<file path="src/rtl/alu_issue_seq.sv">
// ---------------------------------------------------------------------------
// alu_issue_seq
//
// Issue sequencer sitting directly in front of the execute datapath
// (ALU / shifter / MULTU / HiLo / result mux). One R-type operation is
// accepted at a time, its operands and funct are held on the execute-stage
// inputs for the full latency of the op, and the execute Output is captured
// and offered downstream over a valid/ready handshake.
//
// Because only one op is ever in flight and a MULTU occupies the sequencer
// for MUL_LAT cycles, a later MFHI/MFLO can never observe HiLo mid-multiply.
//
// Parameters:
//   COMB_LAT  cycles from issue to stable Output for single-cycle-class ops
//             (AND/OR/ADD/SUB/SLT/SLL/MFHI/MFLO), legal range 1..15
//   MUL_LAT   cycles from MULTU issue until HiLo holds the product,
//             legal range 2..63
//
// Ports:
//   clk          rising-edge clock
//   reset        synchronous, active-high reset
//   in_valid     request valid
//   in_ready     sequencer can accept a request (IDLE)
//   in_dataA     operand A
//   in_dataB     operand B
//   in_funct     6-bit funct code
//   dataA        operand A driven to the execute stage
//   dataB        operand B driven to the execute stage
//   Signal       funct driven to the execute stage
//   alu_result   execute-stage Output
//   out_valid    result valid (RESP)
//   out_ready    downstream accepts the result
//   out_result   captured result (0 for MULTU and illegal)
//   out_funct    funct of the completed op
//   out_wb       result is a register write
//   out_illegal  funct was not recognised
//   busy         sequencer is not IDLE
//
// Optional feature (macro ALU_ISSUE_SEQ_PERF_EN):
//   perf_ops     completed handshakes
//   perf_mul     completed MULTU ops
//   perf_stall   cycles with out_valid & !out_ready
//   All three clear on reset and wrap modulo 2^32.
// ---------------------------------------------------------------------------
module alu_issue_seq #(
  parameter int unsigned COMB_LAT = 1,
  parameter int unsigned MUL_LAT  = 33
) (
  input  logic        clk,
  input  logic        reset,
  input  logic        in_valid,
  output logic        in_ready,
  input  logic [31:0] in_dataA,
  input  logic [31:0] in_dataB,
  input  logic [5:0]  in_funct,
  output logic [31:0] dataA,
  output logic [31:0] dataB,
  output logic [5:0]  Signal,
  input  logic [31:0] alu_result,
  output logic        out_valid,
  input  logic        out_ready,
  output logic [31:0] out_result,
  output logic [5:0]  out_funct,
  output logic        out_wb,
  output logic        out_illegal,
  output logic        busy
`ifdef ALU_ISSUE_SEQ_PERF_EN
  ,
  output logic [31:0] perf_ops,
  output logic [31:0] perf_mul,
  output logic [31:0] perf_stall
`endif
);

  // -------------------------------------------------------------------------
  // Constants
  // -------------------------------------------------------------------------
  localparam logic [1:0] ST_IDLE = 2'd0;
  localparam logic [1:0] ST_EXEC = 2'd1;
  localparam logic [1:0] ST_RESP = 2'd2;

  localparam logic [5:0] FN_SLL   = 6'd0;
  localparam logic [5:0] FN_MFHI  = 6'd16;
  localparam logic [5:0] FN_MFLO  = 6'd18;
  localparam logic [5:0] FN_MULTU = 6'd25;
  localparam logic [5:0] FN_ADD   = 6'd32;
  localparam logic [5:0] FN_SUB   = 6'd34;
  localparam logic [5:0] FN_AND   = 6'd36;
  localparam logic [5:0] FN_OR    = 6'd37;
  localparam logic [5:0] FN_SLT   = 6'd42;

  // The counter is loaded with latency-1 so that the cycle in which it reads
  // zero is the last EXEC cycle; this gives exactly LAT cycles of occupancy.
  localparam logic [5:0] COMB_CNT = 6'(COMB_LAT - 1);
  localparam logic [5:0] MUL_CNT  = 6'(MUL_LAT - 1);

  // What the execute stage sees whenever nothing is in flight. ADD is
  // harmless; MULTU must never appear here since it would disturb HiLo.
  localparam logic [31:0] IDLE_DATA  = 32'd0;
  localparam logic [5:0]  IDLE_FUNCT = FN_ADD;

  // -------------------------------------------------------------------------
  // funct decode
  // -------------------------------------------------------------------------
  function automatic logic funct_legal(input logic [5:0] f);
    logic ok;
    ok = 1'b0;
    case (f)
      FN_AND, FN_OR, FN_ADD, FN_SUB, FN_SLT,
      FN_SLL, FN_MULTU, FN_MFHI, FN_MFLO: ok = 1'b1;
      default:                            ok = 1'b0;
    endcase
    return ok;
  endfunction

  logic in_legal;
  logic in_is_mul;
  logic exec_is_mul;

  assign in_legal    = funct_legal(in_funct);
  assign in_is_mul   = (in_funct == FN_MULTU);

  // -------------------------------------------------------------------------
  // State
  // -------------------------------------------------------------------------
  logic [1:0]  state_q,    state_d;
  logic [5:0]  cnt_q,      cnt_d;
  logic [31:0] data_a_q,   data_a_d;
  logic [31:0] data_b_q,   data_b_d;
  logic [5:0]  signal_q,   signal_d;
  logic [31:0] res_q,      res_d;
  logic [5:0]  ofunct_q,   ofunct_d;
  logic        wb_q,       wb_d;
  logic        illegal_q,  illegal_d;

  assign exec_is_mul = (signal_q == FN_MULTU);

  // -------------------------------------------------------------------------
  // Next-state logic
  // -------------------------------------------------------------------------
  always_comb begin
    state_d   = state_q;
    cnt_d     = cnt_q;
    data_a_d  = data_a_q;
    data_b_d  = data_b_q;
    signal_d  = signal_q;
    res_d     = res_q;
    ofunct_d  = ofunct_q;
    wb_d      = wb_q;
    illegal_d = illegal_q;

    case (state_q)
      ST_IDLE: begin
        if (in_valid) begin
          if (in_legal) begin
            data_a_d = in_dataA;
            data_b_d = in_dataB;
            signal_d = in_funct;
            cnt_d    = in_is_mul ? MUL_CNT : COMB_CNT;
            state_d  = ST_EXEC;
          end else begin
            // Illegal ops never touch the execute stage; the response is
            // formed here directly and the operand drive stays idle.
            res_d     = 32'd0;
            ofunct_d  = in_funct;
            wb_d      = 1'b0;
            illegal_d = 1'b1;
            state_d   = ST_RESP;
          end
        end
      end

      ST_EXEC: begin
        if (cnt_q == 6'd0) begin
          // MULTU produces nothing on the result bus; its product lives in
          // HiLo and is fetched by a later MFHI/MFLO.
          res_d     = exec_is_mul ? 32'd0 : alu_result;
          ofunct_d  = signal_q;
          wb_d      = !exec_is_mul;
          illegal_d = 1'b0;
          data_a_d  = IDLE_DATA;
          data_b_d  = IDLE_DATA;
          signal_d  = IDLE_FUNCT;
          state_d   = ST_RESP;
        end else begin
          cnt_d = cnt_q - 6'd1;
        end
      end

      ST_RESP: begin
        // The response registers are only written in IDLE/EXEC, so they
        // are naturally stable for any length of back-pressure.
        if (out_ready) begin
          state_d = ST_IDLE;
        end
      end

      default: begin
        state_d  = ST_IDLE;
        cnt_d    = 6'd0;
        data_a_d = IDLE_DATA;
        data_b_d = IDLE_DATA;
        signal_d = IDLE_FUNCT;
      end
    endcase
  end

  // -------------------------------------------------------------------------
  // Registers
  // -------------------------------------------------------------------------
  always_ff @(posedge clk) begin
    if (reset) begin
      state_q   <= ST_IDLE;
      cnt_q     <= 6'd0;
      data_a_q  <= IDLE_DATA;
      data_b_q  <= IDLE_DATA;
      signal_q  <= IDLE_FUNCT;
      res_q     <= 32'd0;
      ofunct_q  <= 6'd0;
      wb_q      <= 1'b0;
      illegal_q <= 1'b0;
    end else begin
      state_q   <= state_d;
      cnt_q     <= cnt_d;
      data_a_q  <= data_a_d;
      data_b_q  <= data_b_d;
      signal_q  <= signal_d;
      res_q     <= res_d;
      ofunct_q  <= ofunct_d;
      wb_q      <= wb_d;
      illegal_q <= illegal_d;
    end
  end

  // -------------------------------------------------------------------------
  // Outputs
  // -------------------------------------------------------------------------
  assign in_ready    = (state_q == ST_IDLE);
  assign out_valid   = (state_q == ST_RESP);
  assign busy        = (state_q != ST_IDLE);
  assign dataA       = data_a_q;
  assign dataB       = data_b_q;
  assign Signal      = signal_q;
  assign out_result  = res_q;
  assign out_funct   = ofunct_q;
  assign out_wb      = wb_q;
  assign out_illegal = illegal_q;

`ifdef ALU_ISSUE_SEQ_PERF_EN
  // -------------------------------------------------------------------------
  // Performance counters
  // -------------------------------------------------------------------------
  logic [31:0] perf_ops_q,   perf_ops_d;
  logic [31:0] perf_mul_q,   perf_mul_d;
  logic [31:0] perf_stall_q, perf_stall_d;
  logic        out_fire;

  assign out_fire = out_valid & out_ready;

  always_comb begin
    perf_ops_d   = perf_ops_q;
    perf_mul_d   = perf_mul_q;
    perf_stall_d = perf_stall_q;
    if (out_fire) begin
      perf_ops_d = perf_ops_q + 32'd1;
      // MULTU is a legal code, so out_funct alone identifies it.
      if (ofunct_q == FN_MULTU) begin
        perf_mul_d = perf_mul_q + 32'd1;
      end
    end
    if (out_valid && !out_ready) begin
      perf_stall_d = perf_stall_q + 32'd1;
    end
  end

  always_ff @(posedge clk) begin
    if (reset) begin
      perf_ops_q   <= 32'd0;
      perf_mul_q   <= 32'd0;
      perf_stall_q <= 32'd0;
    end else begin
      perf_ops_q   <= perf_ops_d;
      perf_mul_q   <= perf_mul_d;
      perf_stall_q <= perf_stall_d;
    end
  end

  assign perf_ops   = perf_ops_q;
  assign perf_mul   = perf_mul_q;
  assign perf_stall = perf_stall_q;
`endif

endmodule

</file>
<file path="config.mk">
export PLATFORM = sky130hd
export DESIGN_NAME = alu_issue_seq
export DESIGN_NICKNAME = d
export VERILOG_FILES = /design/src/rtl/alu_issue_seq.sv
export SDC_FILE = /design/constraint.sdc
export NUM_CORES = 1
export LEC_CHECK = 0
export CAP_MARGIN = 20
export CORE_AREA = 2 2 114 116
export CTS_BUF_LIST = sky130_fd_sc_hd__clkbuf_4 sky130_fd_sc_hd__clkbuf_8
export DETAILED_ROUTE_END_ITERATION = 10
export DIE_AREA = 0 0 116 118
export MAX_ROUTING_LAYER = met4
export PLACE_DENSITY = 0.74
export SYNTH_ARGS = -nofsm -noshare
export SYNTH_HDL_FRONTEND = slang
export SYNTH_SLANG_ARGS = --single-unit
</file>
<file path="constraint.sdc">
create_clock -name clk -period 1.9 [get_ports clk]
set_input_delay 0.38 -clock clk [delete_from_list [all_inputs] [get_ports clk]]
set_output_delay 0.38 -clock clk [all_outputs]
set_load 0.02 [all_outputs]
</file>
# After elaboration in Yosys (flattened, before gate mapping)
# Index checks and enable logic that the tools add are counted.
# Widths: inputs -> output; s select.
# word_totals
regBits,118
wordCells,78
in_bits,106
output_inout_bits,113
# classes
addsub,1
muxes,39
n_reduce_logical,11
eq_ne,17
n_bitwise,1
# ops
cell,count
$mux 32,9
$pmux 32 s3,2
$pmux 32 s2,1
$mux 6,10
$pmux 6 s3,2
$eq 6x6->1 const B,5
$eq 6x5->1 const B,4
$logic_not 6->1,2
$pmux 6 s2,1
$reduce_and 4->1,3
$reduce_or 9->1,1
$mux 2,4
$ne 2x2->1 const B,4
$mux 1,7
$pmux 2 s3,1
$sub 6x1->6 const B,1
$ne 2x1->1 const B,2
$pmux 1 s2,2
$reduce_bool 2->1,2
$reduce_and 3->1,1
$eq 2x1->1 const B,1
$eq 2x2->1 const B,1
$logic_not 2->1,1
$logic_not 1->1,1
$not 1->1,1

# Logic depth before layout (Yosys ltp)
# logic_depth
word_depth,6
mapped_depth,9

# Least setup slack after synthesis
# Ideal clock, no wire load.
# synth_path
path_type,register to register
start,reg state_q[1]
end,"reg res_q[23], in the netlist out_result[23]"
stages_incl_launch_ff,9
period_less_slack_ps,1992
setup_slack_ps,-92
required_ps,1783
n_path_buf,2
setup_time_ps,117
t_arrival_ps,1875
cell_sequence,dfxtp_1 or2_1 inv_2 and2_1 buf_2 nor4b_4 nor3_4 buf_6 a22o_1
# synth_between
elab_chain_cells,3
# synth_lines
element,line,text
from (decl),126,"logic [1:0] state_q, state_d;"
from (signal assigned),223,state_q <= state_d;
$eq 2x1->1 / $logic_not 2->1 (equally long branches),152,case (state_q)
$ne 2x2->1 (no line) / $reduce_bool 2->1 (equally long branches),n/a,
$reduce_and 4->1 (no line),n/a,
to (signal assigned),228,res_q <= res_d;
to (decl),131,"logic [31:0] res_q, res_d;"
# Several ways; a longest one is shown, not always the timed one.
# A chain may end at the register's enable or synchronous reset.

# Worst setup path after layout
# layout_path
start,reg cnt_q[2]
end,"reg res_q[24], in the netlist out_result[24]"
# layout_between
elab_chain_cells,3
# layout_lines
element,line,text
from (decl),127,"logic [5:0] cnt_q, cnt_d;"
from (signal assigned),224,cnt_q <= cnt_d;
$logic_not 6->1,174,if (cnt_q == 6'd0) begin
$ne 2x2->1 (no line),n/a,
$reduce_and 4->1 (no line),n/a,
# No other way between the ends.

==> impl_metrics.json <==
{
  "p_per_area_nw_per_um2": 737.0,
  "worst_slew_pin_slew_ps": 601.5,
  "yosysTopAreaCell": "dfxtp_1",
  "violations": "negative setup slack",
  "clk_latency_ps": 460,
  "io_buffers": 218,
  "grt_overflow": 0,
  "cpPeakStageDelay_ps": 410,
  "final_nets": 860,
  "cts.sinks": 118,
  "yosys-top-cells-area": "dfxtp_1, nand3_1, a21oi_1",
  "vdd_drop_max_mv": 0.4712,
  "htree_levels": 4,
  "final_cells": 937,
  "endpoint_kind": "flop",
  "critPathKind": "flop to flop",
  "maxCapViolations": 0,
  "groute.usage.overall": 0.2345,
  "fp.dieH_um": 118,
  "coreArea_um2": 12410,
  "relSlewSlack": 0.5934,
  "drive_gt1_frac": 0.1595,
  "synth_area_um2": 4648,
  "n_fill_cell": 1029,
  "finalWeightedCongestion": 0.8583,
  "max_clock_freq_mhz": 517.6,
  "grt_max_degree": 46,
  "grt_pass1_vias": 4930,
  "postRouteAntennaNets": 0,
  "skew_ps": 11.81,
  "drt_iter0_markers": 325,
  "tritoncts": "done",
  "period_share": 1.017,
  "die_area_um2": 13690,
  "crit_buf_inv": 2,
  "grt_setup_unrepaired": "yes",
  "period_minus_slack_ps": 1932,
  "report.final.slew_viol_count": 0,
  "layout_commonest_cell": "clkdlybuf4s50_1",
  "clk_pin_slew_worst_paths_ps": 70,
  "drt_wl_total_mm": 16.91,
  "via_per_inst": 5.377,
  "yosysSeqAreaShare": 0.5082,
  "cp_max_fo": 5,
  "cp-start-kind": "flop",
  "layout_common_cells": "clkdlybuf4s50_1, nand3_1, dfxtp_1, a21oi_1, buf_4",
  "dp_hpwl_mm": 11.07,
  "syn_inst": 503,
  "async_flop_share": 0,
  "drcViolationCount": 0,
  "synth_top_area_share": 0.5082,
  "leakagePower_nw": 2.867,
  "fin_total_pwr_mw": 5.892,
  "avgSynthCellArea_um2": 9.241,
  "status": "finished with violations",
  "dp_cells": 886,
  "initial_utilization": 0.3744,
  "vias": 5038,
  "synth-warning-count": 0,
  "hold_violations": 0,
  "crit_family": "simple AND/OR/NAND/NOR gates",
  "yosys_register_bits": 118,
  "fp.dieW_um": 116,
  "wl_per_cell_um": 18.05,
  "drt_pre_antenna_iters": 5,
  "synth-edff-count": 0,
  "cts_hold_buf": 0,
  "ys.flop_type": "dfxtp_1",
  "clockBufferDepth": 2,
  "slowest_stage": "or3_4",
  "critPathRequiredTime_ps": 2290,
  "crit_arrival_ps": 2320,
  "row_count": 41,
  "ys_types": 55,
  "antenna_found_initial": 0,
  "diodes": 0,
  "hp-class": "primary input to flop",
  "synth.net_count": 611,
  "io_pins": 219,
  "path_cells": "or3_4, nor3b_4, nand2_2, a311oi_4, buf_6, buf_12, a22o_1",
  "fin_util": 0.6440,
  "grt_pass1_wl_mm": 24.58,
  "area_delta_synth_final_pct": 72.01,
  "setup_viol_count_final": 18,
  "cts_buffers": 17,
  "setup_ws_ps": -31.95,
  "cts_root_buffer": "clkbuf_8"
}
layer usage:
| metal | share of wire | up-vias | global-route usage |
|---|---|---|---|
| li1 | - | 2366 | - |
| met1 | 0.39 | 2418 | 0.2490 |
| met2 | 0.51 | 221 | 0.4002 |
| met3 | 0.078 | 33 | 0.07106 |
| met4 | 0.021 | 0 | 0.09970 |
| met5 | 0 | - | - |
worst register-to-register path: stages, from the launching register on:
cell and delay (ps):
dfxtp_2 320, or3_4 410, nor3b_4 260, nand2_2 120
a311oi_4 300, buf_6 190, buf_12 120, a22o_1 160
synthesized netlist by cell type (all sizes together), types with 3 or more instances:
cell	count
nor2	7
a21o	3
dfxtp	118
clkbuf	29
o21ai	5
a211oi	3
nor4	3
nand3	136
nor3	7
or3	3
buf	19
a22o	34
a21oi	75
a32oi	3
nand3b	4
nand2	9
inv	7
timing repair:
action                                  CTS  global route
endpoints found under the setup margin  109           116
cloned                                    2             6
pin swaps                                 5             8
gates resized for setup                  20            22
buffers inserted                          4             7
report_power, final:
part           total, mW  switching [mW]  leakage (nW)  internal, mW
Clock               2.47            1.02         0.221          1.46
Combinational      0.861           0.410          1.69         0.450
Sequential          2.56          0.0306         0.954          2.53
cell type report:
class	instances	area (µm²)	area share
Sequential cell	118	2365	0.2958
Tap cell	172	215.2	0.02692
Clock buffer	24	305.3	0.03818
Timing Repair Buffer	278	2861	0.3579
Clock inverter	8	121.4	0.01518
Inverter	7	26.28	0.003286
Multi-Input combinational cell	330	2101	0.2628
through the flow:
stage	worst slack, ps	TNS (ps)	hold WS (ps)	area, µm²
floorplan	3.297	0	471.4	4664
global placement	-587.0	-61580	437.0	7229
detailed placement	-659.6	-68200	448.0	7229
CTS	-16.39	-183.0	238.6	7752
global route	-100.0	-2514	261.6	7995
finish	-31.95	-261.3	268.5	7995
logic make-up after synthesis:
family,count (synthesis),share of synthesized area
and+or+nand+nor,184,0.2186
adders and majority gates,2,0.005383
AOI/OAI and AO/OA,144,0.2102
DFF,118,0.5082
buffers and inverters,55,0.05760
sequential cells by signal (all words and copies together) (netlist names):
name and count:
cnt_q 6, dataB 32, state_q 2, out_result 32, out_wb 1, out_funct 6, dataA 32, out_illegal 1
Signal 6
final timing paths:
path                                   start  slack (ps)             end  depth (start not counted)
worst max-delay path                cnt_q[2]         -30  out_result[24]                          7
worst min-delay path                   reset         270      state_q[0]                          2
worst max register to register      cnt_q[2]         -30  out_result[24]                          7
worst min register to register  out_funct[1]         460    out_funct[1]                          1
(Power assumes the default switching activity.)
